==> src/rtl/matmul_result_drain_pkg.sv <==
// Shared constants and types for the systolic multiplier result drain.
// Optional normalization output is enabled with MATMUL_DRAIN_NORM_EN.
package matmul_pkg;

  localparam int N     = 5;
  localparam int ACC_W = 2 * N + 4;
  localparam int DIM   = 3;

  typedef enum logic [1:0] {
    IDLE    = 2'd0,
    COLLECT = 2'd1,
    SEND    = 2'd2
  } state_e;

  typedef logic [ACC_W-1:0] result_t;

endpackage

==> src/rtl/matmul_result_drain_if.sv <==
// Result stream from the drain to the downstream consumer (valid/ready).
// Carries o_norm/o_exp only when MATMUL_DRAIN_NORM_EN is defined.
interface matmul_result_drain_if;
  import matmul_pkg::*;

  result_t o_data;
  logic    o_valid;
  logic    o_ready;
  logic    o_last;

`ifdef MATMUL_DRAIN_NORM_EN
  logic [N-2:0] o_norm;
  logic [3:0]   o_exp;

  modport master (output o_data, o_valid, o_last, o_norm, o_exp, input o_ready);
  modport slave  (input o_data, o_valid, o_last, o_norm, o_exp, output o_ready);
`else
  modport master (output o_data, o_valid, o_last, input o_ready);
  modport slave  (input o_data, o_valid, o_last, output o_ready);
`endif

endinterface

==> src/rtl/matmul_result_drain_lead_one_norm.sv <==
// Combinational leading-one window extractor: picks a W-bit window under the
// highest set bit of v, saturating when the top two bits are in use.
module lead_one_norm #(
  parameter int ACC_W = 14,
  parameter int W     = 4
) (
  input  logic [ACC_W-1:0] v,
  output logic [W-1:0]     norm,
  output logic [3:0]       exp_o
);

  always_comb begin
    norm  = v[W-1:0];
    exp_o = '0;
    // Ascending scan so the highest set bit is the one that sticks.
    for (int j = W; j <= ACC_W - 3; j++) begin
      if (v[j]) begin
        norm  = W'(v >> (j - W + 1));
        exp_o = 4'(j - W + 1);
      end
    end
    if (|v[ACC_W-1:ACC_W-2]) begin
      norm  = '1;
      exp_o = 4'(ACC_W - 2 - W);
    end
  end

endmodule

==> src/rtl/matmul_result_drain.sv <==
// De-skews the three column streams of the 3x3 systolic array into a register
// file and replays them row-major over valid/ready. Option: MATMUL_DRAIN_NORM_EN.
module matmul_result_drain
  import matmul_pkg::*;
(
  input  logic                 clk,
  input  logic                 rst,
  input  result_t              c_in0,
  input  result_t              c_in1,
  input  result_t              c_in2,
  input  logic [DIM-1:0]       c_vld,
  output logic                 in_ready,
  output logic                 err,
  matmul_result_drain_if.master dout
);

  localparam logic [1:0] S_IDLE    = IDLE;
  localparam logic [1:0] S_COLLECT = COLLECT;
  localparam logic [1:0] S_SEND    = SEND;
  localparam int         CELLS     = DIM * DIM;
  localparam logic [3:0] LAST_IDX  = 4'(CELLS - 1);

  result_t        c_in_arr [DIM];
  logic [1:0]     state_reg;
  logic [1:0]     rc_reg   [DIM];
  logic [1:0]     rc_next  [DIM];
  logic [3:0]     wr_addr  [DIM];
  logic [DIM-1:0] cap;
  logic [DIM-1:0] drop;
  logic [DIM-1:0] full_next;
  result_t        mem_reg  [CELLS];
  logic [3:0]     idx_reg;
  logic [3:0]     idx_inc;
  logic           accepting;
  logic           fill_done;
  logic           hs;
  logic           last_hs;
  logic           load_en;
  result_t        data_load;
  result_t        o_data_reg;
  logic           o_valid_reg;
  logic           o_last_reg;
  logic           in_ready_reg;
  logic           err_reg;

  assign c_in_arr[0] = c_in0;
  assign c_in_arr[1] = c_in1;
  assign c_in_arr[2] = c_in2;

  assign accepting = (state_reg != S_SEND);

  // Each column fills its own rows independently; anything not captured is a drop.
  generate
    for (genvar gi = 0; gi < DIM; gi++) begin : g_col
      assign cap[gi]       = accepting && c_vld[gi] && (rc_reg[gi] != 2'd3);
      assign drop[gi]      = c_vld[gi] && !cap[gi];
      assign rc_next[gi]   = rc_reg[gi] + {1'b0, cap[gi]};
      assign full_next[gi] = (rc_next[gi] == 2'd3);
      assign wr_addr[gi]   = 4'(rc_reg[gi]) * 4'd3 + 4'(gi);
    end
  endgenerate

  assign fill_done = accepting && (&full_next);
  assign hs        = o_valid_reg && dout.o_ready;
  assign last_hs   = hs && (idx_reg == LAST_IDX);
  assign idx_inc   = (idx_reg == LAST_IDX) ? 4'd0 : idx_reg + 4'd1;
  // Row 0 of every column is always written before the completing capture,
  // so mem_reg[0] is already valid on the fill_done cycle.
  assign load_en   = fill_done || (hs && !last_hs);
  assign data_load = fill_done ? mem_reg[0] : mem_reg[idx_inc];

  always_ff @(posedge clk) begin
    if (rst) begin
      state_reg    <= S_IDLE;
      idx_reg      <= '0;
      o_data_reg   <= '0;
      o_valid_reg  <= 1'b0;
      o_last_reg   <= 1'b0;
      in_ready_reg <= 1'b1;
      err_reg      <= 1'b0;
      for (int k = 0; k < DIM; k++) rc_reg[k] <= '0;
      for (int m = 0; m < CELLS; m++) mem_reg[m] <= '0;
    end else begin
      err_reg <= err_reg | (|drop);
      for (int k = 0; k < DIM; k++) begin
        if (cap[k]) mem_reg[wr_addr[k]] <= c_in_arr[k];
      end
      if (load_en) o_data_reg <= data_load;

      case (state_reg)
        S_IDLE, S_COLLECT: begin
          for (int k = 0; k < DIM; k++) rc_reg[k] <= rc_next[k];
          if (fill_done) begin
            state_reg    <= S_SEND;
            o_valid_reg  <= 1'b1;
            o_last_reg   <= 1'b0;
            in_ready_reg <= 1'b0;
            idx_reg      <= '0;
          end else if (|c_vld) begin
            state_reg <= S_COLLECT;
          end
        end
        S_SEND: begin
          if (last_hs) begin
            state_reg    <= S_IDLE;
            o_valid_reg  <= 1'b0;
            o_last_reg   <= 1'b0;
            in_ready_reg <= 1'b1;
            idx_reg      <= '0;
            for (int k = 0; k < DIM; k++) rc_reg[k] <= '0;
          end else if (hs) begin
            idx_reg    <= idx_inc;
            o_last_reg <= (idx_inc == LAST_IDX);
          end
        end
        default: state_reg <= S_IDLE;
      endcase
    end
  end

  assign dout.o_data  = o_data_reg;
  assign dout.o_valid = o_valid_reg;
  assign dout.o_last  = o_last_reg;
  assign in_ready     = in_ready_reg;
  assign err          = err_reg;

`ifdef MATMUL_DRAIN_NORM_EN
  logic [N-2:0] norm_w;
  logic [N-2:0] o_norm_reg;
  logic [3:0]   exp_w;
  logic [3:0]   o_exp_reg;

  lead_one_norm #(
    .ACC_W (ACC_W),
    .W     (N - 1)
  ) u_norm (
    .v     (data_load),
    .norm  (norm_w),
    .exp_o (exp_w)
  );

  always_ff @(posedge clk) begin
    if (rst) begin
      o_norm_reg <= '0;
      o_exp_reg  <= '0;
    end else if (load_en) begin
      o_norm_reg <= norm_w;
      o_exp_reg  <= exp_w;
    end
  end

  assign dout.o_norm = o_norm_reg;
  assign dout.o_exp  = o_exp_reg;
`endif

endmodule

==> src/flat_wrapper.sv <==
// flat-port wrapper written by rule: the top's interface ports become plain ports
module matmul_result_drain_flat import matmul_pkg::*;
  (clk, rst, c_in0, c_in1, c_in2, c_vld, in_ready, err, dout_o_data, dout_o_valid, dout_o_last, dout_o_ready);
  matmul_result_drain_if dout_i ();
  input  logic clk;
  input  logic rst;
  input  result_t c_in0;
  input  result_t c_in1;
  input  result_t c_in2;
  input  logic [DIM-1:0] c_vld;
  output logic in_ready;
  output logic err;
  output wire logic [$bits(dout_i.o_data)-1:0] dout_o_data;
  output wire logic [$bits(dout_i.o_valid)-1:0] dout_o_valid;
  output wire logic [$bits(dout_i.o_last)-1:0] dout_o_last;
  input wire logic [$bits(dout_i.o_ready)-1:0] dout_o_ready;
  assign dout_o_data = dout_i.o_data;
  assign dout_o_valid = dout_i.o_valid;
  assign dout_o_last = dout_i.o_last;
  assign dout_i.o_ready = dout_o_ready;
  matmul_result_drain u_core (.clk(clk), .rst(rst), .c_in0(c_in0), .c_in1(c_in1), .c_in2(c_in2), .c_vld(c_vld), .in_ready(in_ready), .err(err), .dout(dout_i));
endmodule
==> config.mk <==
export PLATFORM = sky130hd
export DESIGN_NAME = matmul_result_drain_flat
export DESIGN_NICKNAME = d
export VERILOG_FILES = /design/src/rtl/matmul_result_drain_pkg.sv /design/src/rtl/matmul_result_drain_if.sv /design/src/rtl/matmul_result_drain_lead_one_norm.sv /design/src/rtl/matmul_result_drain.sv /design/src/flat_wrapper.sv
export SDC_FILE = /design/constraint.sdc
export NUM_CORES = 1
export LEC_CHECK = 0
export BUFFER_PORTS_ARGS = -buffer_cell sky130_fd_sc_hd__buf_2
export CORE_UTILIZATION = 50
export CTS_BUF_LIST = sky130_fd_sc_hd__clkbuf_4
export DETAILED_ROUTE_END_ITERATION = 12
export GPL_TIMING_DRIVEN = 0
export PLACE_DENSITY = 0.64
export SLEW_MARGIN = 10
export SYNTH_ARGS = -nofsm -noshare
export SYNTH_HDL_FRONTEND = slang
export SYNTH_SLANG_ARGS = --single-unit
==> constraint.sdc <==
create_clock -name clk -period 3.5 [get_ports clk]
set_input_delay 0.35 -clock clk [delete_from_list [all_inputs] [get_ports clk]]
set_output_delay 0.35 -clock clk [all_outputs]
set_load 0.05 [all_outputs]
; ---- Word-level counts from Yosys, hierarchy flattened
; Memories as Yosys holds them, arrays and structs flattened.
; Index checks and enable logic that the tools add are counted.
[classes]
bitwise = 7
n_reduce_logical = 30
n_mux = 52
add_sub_neg = 6
n_mul = 3
n_eq_ne = 15
[ops]
columns = cell, n
row1 = $mux W14, 4
row2 = $reduce_or A14 Y1, 3
row3 = $mux W4, 7
row4 = $mux W1, 27
row5 = $mux W2, 9
row6 = $logic_and A1 B1 Y1, 13
row7 = $mul A2 B2 Y4 const B, 3
row8 = $reduce_and A3 Y1, 3
row9 = $add A4 B1 Y4 const B, 2
row10 = $eq A2 B2 Y1 const B, 4
row11 = $eq A4 B4 Y1 const B, 2
row12 = $ne A2 B2 Y1 const B, 4
row13 = $pmux W4 S2, 1
row14 = $or A1 B1 Y1, 7
row15 = $add A2 B1 Y2, 3
row16 = $ne A3 B1 Y1 const B, 2
row17 = $pmux W1 S2, 3
row18 = $reduce_or A3 Y1, 2
row19 = $add A4 B2 Y4 const B, 1
row20 = $logic_not A1 Y1, 4
row21 = $ne A2 B1 Y1 const B, 2
row22 = $pmux W2 S2, 1
row23 = $eq A2 B1 Y1 const B, 1
row24 = $logic_not A2 Y1, 1
row25 = other kinds (4), 4
[word_totals]
output_inout_bits = 18
in_bits = 48
ram_bits = 132
mem_count = 2
ff_bits = 24
word_cells = 122
[memory_table]
columns = name, words, word_bits, read_ports, rd_clocked_by_memory_dff, wr, line
row1 = u_core.mem_reg, 9, 14, 2, 0, 9, matmul_result_drain.sv:31  ; result_t mem_reg [CELLS];
row2 = u_core.rc_reg, 3, 2, 3, 0, 3, matmul_result_drain.sv:25  ; logic [1:0] rc_reg [DIM];

; ---- Logic depth before layout (Yosys ltp)
; Gate-level depths: netlist (run 1).
[depth]
word_depth = 9
ltp_mapped = 12
depth_no_buf = 9

; ---- Worst setup path before layout (run 1)
; OpenSTA, ideal clock, no wires.
[synth_timing]
path_kind = register to register
start = memory u_core.rc_reg[1][0], in the netlist u_core.rc_reg[0][2]
end = memory u_core.mem_reg[10][10] in the netlist's numbering, data pin
path_slack_ps = 815
path_buffers = 2
t_required_ps = 3240
arrival_ps = 2425
setup_time_ps = 260
path_stages_with_launch = 7
synth_period_minus_slack_ps = 2685
path_cell_list = edfxtp_1 -> ha_1 -> nand2b_1 -> nor4b_1 -> buf_2 -> buf_1 -> mux2_2
[synth_rtl]
columns = element, line
row1 = start: declaration, matmul_result_drain.sv:25
row2 = end: declaration, matmul_result_drain.sv:31

; ---- Worst setup path in the final report (run 1)
[layout_timing]
start = register u_core.idx_reg[0]
end = register u_core.o_data_reg[9], in the netlist u_core.dout.o_data[9]
[layout_via]
elab_chain_cells = 5
elab_cells_between_ends = 9
classes_between = 1 x add/sub / 1 x eq/ne / 2 x mux / 4 x reduce/logical / 1 x memory
[layout_lines]
columns = element, line
row1 = start: declaration, matmul_result_drain.sv:32  ; logic [3:0] idx_reg;
row2 = start signal: assignment, matmul_result_drain.sv:112  ; idx_reg <= idx_inc;
row3 = "parallel branches: the longest is 5 deep, another holds $mem_v2 Z9 W14", --
row4 = end signal: assignment, matmul_result_drain.sv:88  ; if (load_en) o_data_reg <= data_load;
row5 = end: declaration, matmul_result_drain.sv:40  ; result_t o_data_reg;
; Parallel ways; which one is timed is not known.
; A chain may end at the register's enable or synchronous reset.

==> impl_metrics.env, run 1 <==
export IMPL_grt_ovfl_total=0
export IMPL_fp_dieArea_um2=26100
export IMPL_dieHeight_um=162
export IMPL_slowest_stage="buf_2"
export IMPL_cts_sinks=254
export IMPL_worst_slew_pin_slew_ns=1.00
export IMPL_crit_chain="clkbuf_1, inv_1, ha_1, and3b_1, clkbuf_1, nor2_1, buf_2, mux4_2, a22oi_1, a31oi_1"
export IMPL_comb_power_share=0.079
export IMPL_io_buffers=51
export IMPL_drc_errors=0
export IMPL_layout_common_cells="edfxtp_1, clkbuf_4, mux2_2"
export IMPL_finClkSkew_ns=0.0347
export IMPL_synth_edf_count=230
export IMPL_critPathKind="flip-flop to flip-flop"
export IMPL_cts_tree="done"
export IMPL_worst_path_most_repeated_cell="clkbuf_1"
export IMPL_period_minus_slack_ns=3.39
export IMPL_io_pins=66
export IMPL_place_congestion=1.07
export IMPL_peakVddDrop_mv=0.293
export IMPL_p_sw_frac=0.242
export IMPL_relSlewSlack=0.327
export IMPL_hold_viol=0
export IMPL_dpl_hpwl_mm=26.6
export IMPL_power_internal_uw=5140
export IMPL_setup_worst_path_end_class="flip-flop"
export IMPL_setup_viol=0
export IMPL_cp_required_ns=4.03
export IMPL_grt_use_total=0.289
export IMPL_nets=1165
export IMPL_drv_cap=0
export IMPL_synth_top_flop_cell="edfxtp_1"
export IMPL_startpoint_type="flip-flop"
export IMPL_cts_buffers=68
export IMPL_vias_per_cell=6.17
export IMPL_p_leak_uw=0.00522
export IMPL_core_area_um2=25100
export IMPL_maxClockFrequency_mhz=295
export IMPL_maxSlewViolCount=0
export IMPL_root_buffer="clkbuf_4"
export IMPL_clk_pin_slew_ns=0.07
export IMPL_hold_class="primary input to flip-flop"
export IMPL_synth_nets=1034
export IMPL_syn_avg_cell_area_um2=13.1
export IMPL_antenna_left=0
export IMPL_cp_max_fo=10
export IMPL_fin_util=0.575
export IMPL_power_frac_seq=0.520
export IMPL_final_common_cell="edfxtp_1"
export IMPL_grt_max_degree=24
export IMPL_synth_seq_cells=254
export IMPL_cp_slowest_stage_delay_ns=0.46
export IMPL_rsz0062_at_grt="no"
export IMPL_largest_register_ff_count=224
export IMPL_async_flop_share=0
export IMPL_drive_gt1_frac=0.274
export IMPL_htree_levels=3
export IMPL_placed_area_um2=13400
export IMPL_grt_pass1_vias=9047
export IMPL_timing_hold_ws_ns=0.0259
export IMPL_totalWireLength_mm=36.7
export IMPL_clock_power_share=0.401
export IMPL_routed_via_count=9166
export IMPL_final_area_um2=14400
export IMPL_netlist_instances=975
export IMPL_start_util=0.507
export IMPL_post_cts_buffers=0
export IMPL_period_share=0.969
export IMPL_clock_latency_ns=0.69
export IMPL_avgRoutedWirePerCell_um=24.7
export IMPL_cts_max_path_buffers=3
export IMPL_dr_pass1_iters=5
export IMPL_syn_area_um2=12700
export IMPL_antenna_found_initial=1
export IMPL_seq_area_frac_synth=0.580
export IMPL_fin_tns_setup_ns=0
export IMPL_placementRows=58
export IMPL_dieWidth_um=162
export IMPL_power_density_nw_per_um2=470
export IMPL_ys_types=49
export IMPL_switchingPower_uw=1640
export IMPL_yosysWarningCount=0
export IMPL_status="finished, final reports clean"
export IMPL_cp_arrival_ns=3.92
export IMPL_drt_iter0_drc=1022
export IMPL_syn_to_final_growth_pct=13.3
export IMPL_grt_pass1_wl_mm=55.1
through the flow:
| stage | setup WS, ns | total power (µW) | std cells |
|---|---|---|---|
| 2_1_floorplan | 0.815 | 3910 | 975 |
| 3_3_place_gp | -0.386 | 4090 | 1356 |
| 3_5_place_dp | -0.371 | 4110 | 1356 |
| 4_1_cts | 0.0438 | 6810 | 1485 |
| 5_1_grt | 0.00536 | 7030 | 1486 |
| 6_report | 0.108 | 6790 | 1486 |
synth_stat cells, drive strengths merged, types with 14 or more instances:
cell	instances	area, µm²
a211o	14	123
mux2	86	968
mux4	26	586
a31oi	16	100
clkbuf	65	244
edfxtp	230	6910
nor2	29	109
mux2i	29	290
o21ai	16	80.1
nand2	84	315
a22o	70	613
dfxtp	24	480
and2	49	307
a221o	26	260
a22oi	27	203
buf	35	178
nor3	51	255
critical path, delay by kind of cell, from the launching register on:
kind | cells | cell delay (ns)
buf+inv | 4 | 1.21
simple gates | 2 | 0.52
fa+ha+maj | 1 | 0.31
mux | 1 | 0.37
compound gates | 2 | 0.47
flops | 1 | 0.34
path summary, 6_finish.rpt:
check / start / cells after the start / endpoint / slack [ns]
max: u_core.idx_reg[0] / 10 / u_core.dout.o_data[9] / 0.11
min reg2reg: u_core.dout.o_last / 2 / u_core.dout.o_last / 0.47
max reg2reg: u_core.idx_reg[0] / 10 / u_core.dout.o_data[9] / 0.11
min: c_in2[3] / 3 / u_core.mem_reg[2][3] / 0.03
power groups by stage:
stage               logic, µW  clock network, µW  registers (µW)
finish                    535               2720            3530
global route              578               2920            3540
CTS                       526               2760            3530
detailed placement        514                  0            3590
global placement          506                  0            3590
floorplan                 332                  0            3580
area by class of cell:
class	instances	area (µm²)
diodes	1	2.50
plain buffers	99	433
clock buffers	109	818
clock inverters	10	63.8
fillers	2167	10700
inverters	13	48.8
multi-input cells	608	4910
flip-flops and latches	254	7390
well taps	330	413
repair buffers	62	367
per-layer routing:
layer,vias up,GRT usage,part of all wire
met1,4462,0.405,0.42
met4,0,0.130,0.034
met5,-,0,0
met3,91,0.0552,0.092
met2,516,0.437,0.46
li1,4097,-,-
repair_timing:
action / 4_1_cts / 5_1_grt
endpoints found under the setup margin: 12 / 31
hold endpoints to repair: 11 / 0
hold buffers: 10 / 0
gates resized for setup: 6 / 14
cells by family (layout without fill, tap and decap cells):
group	count (synthesis)	after routing	synth area share
adders and majority gates	11	11	0.0108
other	0	1	0
xor gates and xnor gates	3	3	0.00206
DFF	254	254	0.580
muxes	141	141	0.145
buffers and inverters	113	293	0.0369
and+or+nand+nor	254	254	0.101
AOI/OAI and AO/OA	199	199	0.125
Power figures use the tool's default switching activity.
==> run 2: changes to the inputs <==
Settings changed: PLACE_DENSITY 0.64 to 0.67.
Clock period 3.5 ns to 2.8 ns, I/O delays scaled along.
==> run 2 against run 1 <==
Compared with the run above: setup slack worse by 0.093 ns; first-iteration DRC count down 3.0%; die area unchanged; flip-flop and latch count unchanged; final area is 4.5% higher; core utilization rose by 2.6 points; largest power group unchanged.
==> impl_metrics.env, run 2 (synthesis results as in run 1) <==
export IMPL_status="finished, final reports clean"
export IMPL_fp_dieArea_um2=26100
export IMPL_r2r_end="u_core.dout.o_data[9]"
export IMPL_hold_depth=3
export IMPL_dp_cells=1356
export IMPL_cp_required_ns=3.37
export IMPL_routed_via_count=9412
export IMPL_grt_pass1_wl_mm=55.8
export IMPL_dr_pass1_iters=7
export IMPL_clk_pin_slew_ns=0.07
export IMPL_drive_gt1_frac=0.321
export IMPL_worst_r2r_startpoint="u_core.state_reg[1]"
export IMPL_htree_levels=3
export IMPL_hold_viol=0
export IMPL_finClkSkew_ns=0.0413
export IMPL_antenna_found_initial=1
export IMPL_place_ws_ns=-0.979
export IMPL_period_minus_slack_ns=2.78
export IMPL_place_congestion=0.996
export IMPL_maxSlewViolCount=0
export IMPL_drt_iter0_drc=991
export IMPL_startpoint_type="flip-flop"
export IMPL_start_util=0.507
export IMPL_antenna_left=0
export IMPL_nets=1205
export IMPL_relSlewSlack=0.369
export IMPL_maxClockFrequency_mhz=359
export IMPL_period_share=0.995
export IMPL_worst_slew_pin_slew_ns=0.939
export IMPL_clock_power_share=0.395
export IMPL_grt_max_degree=24
export IMPL_cts_tree="done"
export IMPL_cts_buffers=67
export IMPL_cp_arrival_ns=3.36
export IMPL_placed_area_um2=13400
export IMPL_comb_power_share=0.087
export IMPL_reg2reg_slack_ns=0.02
export IMPL_drv_cap=0
export IMPL_cp_max_fo=10
export IMPL_p_leak_uw=0.00547
export IMPL_hp_start="c_in0[0]"
export IMPL_switchingPower_uw=2100
export IMPL_core_area_um2=25100
export IMPL_clock_latency_ns=0.68
export IMPL_cts_max_path_buffers=3
export IMPL_setup_viol=0
export IMPL_grt_use_total=0.289
export IMPL_power_frac_seq=0.518
export IMPL_syn_to_final_growth_pct=18.5
export IMPL_vias_per_cell=6.17
export IMPL_fin_tns_setup_ns=0
export IMPL_final_area_um2=15100
export IMPL_hold_class="primary input to flip-flop"
export IMPL_root_buffer="clkbuf_4"
export IMPL_final_setup_worst_slack_ns=0.0154
export IMPL_final_common_cell="edfxtp_1"
export IMPL_critPathKind="flip-flop to flip-flop"
export IMPL_power_internal_uw=6430
export IMPL_io_pins=66
export IMPL_worstRegToRegCells=11
export IMPL_rsz0062_at_grt="yes"
export IMPL_p_sw_frac=0.246
export IMPL_largest_register_ff_count=224
export IMPL_grt_ovfl_total=0
export IMPL_instances_no_fill=1525
export IMPL_io_buffers=51
export IMPL_dieHeight_um=162
export IMPL_placementRows=58
export IMPL_dpl_hpwl_mm=26.4
export IMPL_dieWidth_um=162
export IMPL_cts_sinks=254
export IMPL_setup_worst_path_end_class="flip-flop"
export IMPL_timing_hold_ws_ns=0.190
export IMPL_peakVddDrop_mv=0.361
export IMPL_nFillCells=2052
export IMPL_layout_common_cells="edfxtp_1, clkbuf_4, mux2_2"
export IMPL_drc_errors=0
export IMPL_totalWireLength_mm=37.2
export IMPL_hold_path_end="u_core.mem_reg[9][0]"
export IMPL_power_density_nw_per_um2=565
export IMPL_grt_pass1_vias=9342
export IMPL_avgRoutedWirePerCell_um=24.4
==> run 2: cell count changes in the layout (fill, tap and decap cells not counted), sizes merged <==
cell           previous run  this run
inv                      17        14
dlygate4sd3              10        33
clkbuf                  176       167
buf                      84       106
clkinv                    5         6
clkinvlp                  0         4
clkdlybuf4s15             0         1
==> run 2: per-stage QoR <==
| step | total power (µW) | util |
|---|---|---|
| after CTS | 8510 | 0.596 |
| final | 8520 | 0.601 |
| after global routing | 8810 | 0.601 |
| after detailed placement | 5140 | 0.534 |
| after floorplan | 4890 | - |
| after global placement | 5120 | 0.534 |
==> run 2: power by group through the flow <==
stage	Combinational [µW]	Sequential, µW	Clock, µW
after global routing	793	4430	3590
after detailed placement	639	4500	0
after global placement	625	4490	0
after CTS	711	4410	3390
final	740	4420	3370
after floorplan	415	4470	0
==> run 2: how the worst max path moves through the flow <==
stage,from,to,cells after the start
2_1_floorplan,u_core.rc_reg[0][2],u_core.mem_reg[10][10],6
3_3_place_gp,u_core.idx_reg[0],u_core.dout.o_data[9],10
3_5_place_dp,u_core.idx_reg[0],u_core.dout.o_data[9],10
4_1_cts,u_core.rc_reg[0][2],u_core.idx_reg[2],10
5_1_grt,u_core.rc_reg[0][3],u_core.mem_reg[0][3],9
6_report,u_core.state_reg[1],u_core.dout.o_data[9],11
==> run 2: repair_timing <==
action / CTS / global route
endpoints found under the hold margin: 105 / 0
endpoints found under the setup margin: 313 / 160
setup buffers: 18 / 4
resized for setup: 63 / 37
pin swaps: 2 / 3
hold buffers: 33 / 0
==> run 2: critical path: stages, from the launching register on <==
cell     delay, ns
dfxtp_1       0.32
buf_6         0.11
nor2b_4       0.16
buf_6         0.18
nor2_2        0.06
ha_1          0.28
nand3_1       0.07
or4_4         0.62
or2_4         0.31
buf_8         0.15
a211o_1       0.25
a31oi_1       0.18
==> run 2: layer usage <==
| layer | track usage | wire (µm) | vias up |
|---|---|---|---|
| li1 | - | - | 4174 |
| met1 | 0.383 | 15000 | 4573 |
| met2 | 0.459 | 17500 | 557 |
| met3 | 0.0634 | 3390 | 108 |
| met4 | 0.130 | 1260 | 0 |
| met5 | 0 | 0 | - |
==> run 2: cell type report <==
| class | instances | area [µm²] | share of cell area |
|---|---|---|---|
| antenna | 1 | 2.50 | 0.000166 |
| buffer | 96 | 478 | 0.0317 |
| clock buffer | 105 | 788 | 0.0522 |
| clock inverter | 12 | 73.8 | 0.00489 |
| inverter | 13 | 63.8 | 0.00423 |
| multi-input combinational | 608 | 5080 | 0.337 |
| sequential | 254 | 7390 | 0.490 |
| tap | 330 | 413 | 0.0274 |
| timing repair buffer | 106 | 805 | 0.0533 |
